**src/rtl/pc_fetch_unit.sv**
```systemverilog
// pc_fetch_unit: program-counter stage of the single-cycle RISC-V core.
//
// Resolves branches and jumps from the control unit's br_op, the register
// file operands and the ALU result. Registers the next PC and owns the core
// run state (RUN / HALT / TRAP). Also counts retired instructions.
//
// Ports:
//   clk, rst      - core clock; synchronous active-high reset
//   run_en        - global step enable; low freezes all state
//   resume        - one-cycle pulse that leaves HALT
//   br_op[4:0]    - branch/jump/system code from the control unit
//   rs1_data      - register-file read port 1
//   rs2_data      - register-file read port 2
//   alu_res       - ALU result, used as the branch/jump target
//   pc            - current PC (registered)
//   pc_plus4      - pc + 4; link value for JAL/JALR (combinational)
//   branch_taken  - a control transfer is selected this cycle (combinational)
//   halted        - high while in HALT
//   trapped       - high while in TRAP
//   trap_pc       - PC of the faulting instruction; valid while trapped
//   instret       - retired-instruction count
//
// Handshake: there is no valid/ready pairing here. An instruction is consumed
// on every rising edge where run_en is high and the state is RUN. HALT
// consumes only the resume pulse. TRAP consumes nothing until reset.
module pc_fetch_unit #(
  parameter int              XLEN     = 32,
  parameter logic [XLEN-1:0] RESET_PC = '0
) (
  input  logic            clk,
  input  logic            rst,
  input  logic            run_en,
  input  logic            resume,
  input  logic [4:0]      br_op,
  input  logic [XLEN-1:0] rs1_data,
  input  logic [XLEN-1:0] rs2_data,
  input  logic [XLEN-1:0] alu_res,
  output logic [XLEN-1:0] pc,
  output logic [XLEN-1:0] pc_plus4,
  output logic            branch_taken,
  output logic            halted,
  output logic            trapped,
  output logic [XLEN-1:0] trap_pc,
  output logic [XLEN-1:0] instret
);

  localparam logic [4:0] OP_BEQ    = 5'b01000;
  localparam logic [4:0] OP_BNE    = 5'b01001;
  localparam logic [4:0] OP_BLT    = 5'b01100;
  localparam logic [4:0] OP_BGE    = 5'b01101;
  localparam logic [4:0] OP_BLTU   = 5'b01110;
  localparam logic [4:0] OP_BGEU   = 5'b01111;
  localparam logic [4:0] OP_JAL    = 5'b10000;
  localparam logic [4:0] OP_JALR   = 5'b10001;
  localparam logic [4:0] OP_EBREAK = 5'b11000;

  typedef enum logic [1:0] {
    ST_RUN  = 2'd0,
    ST_HALT = 2'd1,
    ST_TRAP = 2'd2
  } state_t;

  state_t          state, state_n;
  logic [XLEN-1:0] pc_n, instret_n, trap_pc_n;
  logic            decode_taken;
  logic [XLEN-1:0] target;
  logic            misaligned;

  assign pc_plus4 = pc + XLEN'(4);
  assign halted   = (state == ST_HALT);
  assign trapped  = (state == ST_TRAP);

  // Branch condition decode. The codes 01010 and 01011, the 00xxx group, and
  // every unlisted code fall through to "not taken", which means sequential.
  always_comb begin
    decode_taken = 1'b0;
    case (br_op)
      OP_BEQ:  decode_taken = (rs1_data == rs2_data);
      OP_BNE:  decode_taken = (rs1_data != rs2_data);
      OP_BLT:  decode_taken = ($signed(rs1_data) <  $signed(rs2_data));
      OP_BGE:  decode_taken = ($signed(rs1_data) >= $signed(rs2_data));
      OP_BLTU: decode_taken = (rs1_data <  rs2_data);
      OP_BGEU: decode_taken = (rs1_data >= rs2_data);
      OP_JAL,
      OP_JALR: decode_taken = 1'b1;
      default: decode_taken = 1'b0;
    endcase
  end

  // JALR drops bit 0 of the target. A misaligned target is detected only
  // after that masking, so JALR traps only when bit 1 is set.
  assign target       = (br_op == OP_JALR) ? {alu_res[XLEN-1:1], 1'b0} : alu_res;
  assign branch_taken = (state == ST_RUN) && decode_taken;
  assign misaligned   = branch_taken && (target[1:0] != 2'b00);

  always_comb begin
    state_n   = state;
    pc_n      = pc;
    instret_n = instret;
    trap_pc_n = trap_pc;
    if (run_en) begin
      case (state)
        ST_RUN: begin
          if (misaligned) begin
            // The faulting instruction does not retire. The PC stays on it.
            state_n   = ST_TRAP;
            trap_pc_n = pc;
          end else if (br_op == OP_EBREAK) begin
            // EBREAK retires, but the PC keeps pointing at it until resume.
            state_n   = ST_HALT;
            instret_n = instret + XLEN'(1);
          end else begin
            pc_n      = branch_taken ? target : pc_plus4;
            instret_n = instret + XLEN'(1);
          end
        end
        ST_HALT: begin
          if (resume) begin
            state_n = ST_RUN;
            pc_n    = pc_plus4;
          end
        end
        ST_TRAP: begin
          state_n = ST_TRAP;
        end
        default: begin
          state_n = ST_TRAP;
        end
      endcase
    end
  end

  always_ff @(posedge clk) begin
    if (rst) begin
      state   <= ST_RUN;
      pc      <= RESET_PC;
      instret <= '0;
      trap_pc <= '0;
    end else begin
      state   <= state_n;
      pc      <= pc_n;
      instret <= instret_n;
      trap_pc <= trap_pc_n;
    end
  end

endmodule

```
**config.mk**
```make
export PLATFORM = sky130hd
export DESIGN_NAME = pc_fetch_unit
export DESIGN_NICKNAME = d
export VERILOG_FILES = /design/src/rtl/pc_fetch_unit.sv
export SDC_FILE = /design/constraint.sdc
export NUM_CORES = 1
export LEC_CHECK = 0
export CORE_ASPECT_RATIO = 0.7
export CORE_MARGIN = 2
export CORE_UTILIZATION = 40
export CTS_CLUSTER_DIAMETER = 30
export DETAILED_ROUTE_END_ITERATION = 12
export PLACE_DENSITY = 0.77
export SLEW_MARGIN = 20
export SYNTH_ARGS = -nofsm -noshare
export SYNTH_HDL_FRONTEND = slang
export SYNTH_SLANG_ARGS = --single-unit
export TNS_END_PERCENT = 5
```
**constraint.sdc**
```tcl
create_clock -name clk -period 4.7 [get_ports clk]
set_input_delay 1.175 -clock clk [delete_from_list [all_inputs] [get_ports clk]]
set_output_delay 1.175 -clock clk [all_outputs]
set_load 0.05 [all_outputs]
```
==> impl_metrics.yaml <==
place:
  place.gp.congestion: 0.822
  io_buffers: 235
  dpl-instance-area_um2: 8670
  place_inst: 1124
  dp_hpwl_um: 14200
clock_network:
  clock-sinks: 98
  cts-root-buf: "clkbuf_16"
  cts_htree_levels: 3
  clk_transition_reported_paths_ns: 0.07
  clock_latency_ns: 0.35
  cts_tree: "built"
  hold_buffers: 0
  cts_buffer_depth: 2
  cts_inserted_buffers: 9
drt:
  viasPerCell: 5.52
  routed_wl_um: 19500
  vias: 6319
  dr.first_iter.drc_count: 418
  drc: 0
  wl_per_cell_um: 17.1
  antenna_left: 0
  first_pass_iters: 5
synthesis:
  synth-compound-area-share_pct: 17.3
  synth.distinct_cells: 59
  synthCells: 710
  async_flop_share_pct: 0
  synthAdderAreaFrac_pct: 7.10
  syn-num-nets: 849
  ys_warn_count: 0
  avgSynthCellArea_um2: 8.43
  muxShareOfSynthArea_pct: 11.0
  synth_top_family_by_area: "simple AND/OR/NAND/NOR gates"
  synth_xor_area_share_pct: 4.24
  synth-edff-count: 0
  ys_seq_elements: 98
  yosys.area_share.simple_pct: 21.0
  yosysTopAreaCell: "dfxtp_1"
  yosysSeqAreaShare_pct: 32.8
  yosys.area.top_type_share_pct: 32.8
  synth_area_leaders: "dfxtp_1, mux2i_1, ha_1"
  synth_flop_cell: "dfxtp_1"
  synth_area_um2: 5990
worst_hold_path:
  min_path_type: "flip-flop to flip-flop"
die:
  placementRows: 37
  die_h_um: 106
  start_util_pct: 40.8
  dieArea_um2: 16000
  die_x_um: 150
  ios: 236
  design.core.area_um2: 14700
pwr:
  max-vdd-ir-drop_mv: 0.150
  p_per_area_nw_per_um2: 224
  cellLeakagePower_nw: 4.05
  power_mw: 2.10
finish:
  layout-drive-gt1-share_pct: 13.1
  layout.cells.non_filler: 1144
  area_delta_synth_final_pct: 56.1
  design_area_um2: 9350
  fin_nets: 1082
  final_common_cell: "clkdlybuf4s50_1"
  layout_common_cells: "clkdlybuf4s50_1, dfxtp_1, mux2i_1, nor2_1, nand2_1"
  fill_cells: 1234
timing:
  period_minus_slack_ns: 4.93
  max_slew_margin_pct: 36.9
  slew_viol_final: 0
  hold_viol: 0
  rsz0062_at_grt: "true"
  holdWs_ns: 0.495
  fin_skew_ns: 0.0102
  setup_violations: 1
  tightest_slew_ns: 0.944
  setup_slack_ns: -0.231
  fmax_ghz: 0.203
  fin_crit_sh_pct: 105
setup_path:
  slowest_delay_ns: 0.51
  crit_required_ns: 3.52
  cp-end-kind: "output port"
  crit_arrival_ns: 3.76
  cp-start-kind: "input pin"
  path_buf_inv: 5
  cpMaxStageDelayCell: "clkdlybuf4s50_1"
  crit_family: "buffers and inverters"
  worstPathMaxFanout: 2
  crit_chain: "clkdlybuf4s50_1 > ha_4 > buf_4 > a21oi_1 > o21ai_0 > a21oi_1 > o211ai_2 > mux2_4 > o32ai_2 > buf_4 > o21ai_4 > inv_2 > buf_12"
  path_class: "input pin to output port"
grt:
  grtUsageMet2_pct: 38.5
  first_global_vias: 5890
  grt_max_degree: 49
  use_met1_pct: 29.0
  grt_overflow: 0
  grt_antenna_before_repair: 1
  busiest_layer: "met2"
  grt_use_total_pct: 23.2
  grt_pass1_wl_um: 29500
  grt_use_met3_pct: 6.95
run_status:
  outcome: "finished with violations"
  violations: "setup timing"
run:
  maxCapViolCount: 0
==> layer usage <==
layer	vias to the layer above	wire length, um	part of all wire, %
met5	-	0	0
met4	0	491	2.5
met3	39	1660	8.5
met2	270	9130	47
met1	2944	8260	42
li1	3066	-	-
==> worst min-delay path, stage by stage (launching register included) <==
cell	delay, ns
dfxtp_1	0.33
mux2i_1	0.07
nor2_1	0.07
==> synthesized netlist by cell type (all sizes together), types with 8 or more instances <==
master,count
inv,49
and3,14
ha,34
or4,18
or2,14
o21ai,11
o311ai,11
nor3,8
nor2b,8
mux2i,61
nor2,57
a21oi,41
clkbuf,30
o22ai,20
buf,17
o41ai,11
xnor2,20
xor2,9
o31ai,16
dfxtp,98
nand3,28
nand4,21
nand2,54
==> worst paths after layout <==
check	endpoint	slack, ns	start	cells after the start
worst min register to register	trap_pc[26]$_SDFFE_PP0P_	0.49	trap_pc[26]$_SDFFE_PP0P_	2
worst max register to register	instret[30]$_SDFFE_PP0P_	1.75	instret[3]$_SDFFE_PP0P_	9
worst max-delay path	branch_taken	-0.23	rs1_data[27]	13
worst min-delay path	trap_pc[26]$_SDFFE_PP0P_	0.49	trap_pc[26]$_SDFFE_PP0P_	2
==> power breakdown <==
group / total [mW] / switching, mW / internal [mW]
sequential: 0.864 / 0.0210 / 0.843
clock: 0.706 / 0.330 / 0.376
combinational: 0.527 / 0.288 / 0.238
total: 2.10 / 0.640 / 1.46
==> cells by family (layout without fill, tap and decap cells) <==
logic type	after synthesis	after routing
other cells	0	1
xor+xnor	29	29
flops	98	98
compound gates	144	144
simple gates	244	244
fa+ha+maj	34	34
buf+inv	96	334
mux	65	65
==> cell type report <==
type                    instances  area [um2]  share of cell area (%)
diodes                          1        2.50                  0.0268
clock buffers                  11         243                    2.60
clock inverters                 5        37.5                   0.401
inverters                      49         184                    1.97
multi-input cells             516        3960                    42.3
flip-flops and latches         98        1960                    21.0
well taps                     195         244                    2.61
repair buffers                269        2720                    29.1
==> repair_timing <==
item                                    4_1_cts  5_1_grt
resized for setup                             8       67
buffers inserted                              0        3
pin swaps                                     3       16
endpoints found under the setup margin        1        4
==> flip-flops by register name, summed over array words and instances, names as in the netlist <==
signal   count
state        2
pc          32
instret     32
trap_pc     32
==> through the flow <==
stage	setup WS (ns)	utilization, %	setup TNS (ns)
after floorplan	0.0178	-	0
after global placement	-0.248	59.1	-0.248
after detailed placement	-0.260	59.1	-0.291
after CTS	-0.157	61.3	-0.157
after global routing	-0.259	63.7	-0.259
final	-0.231	63.7	-0.231
Note: power is estimated with default switching activity, not from simulation.
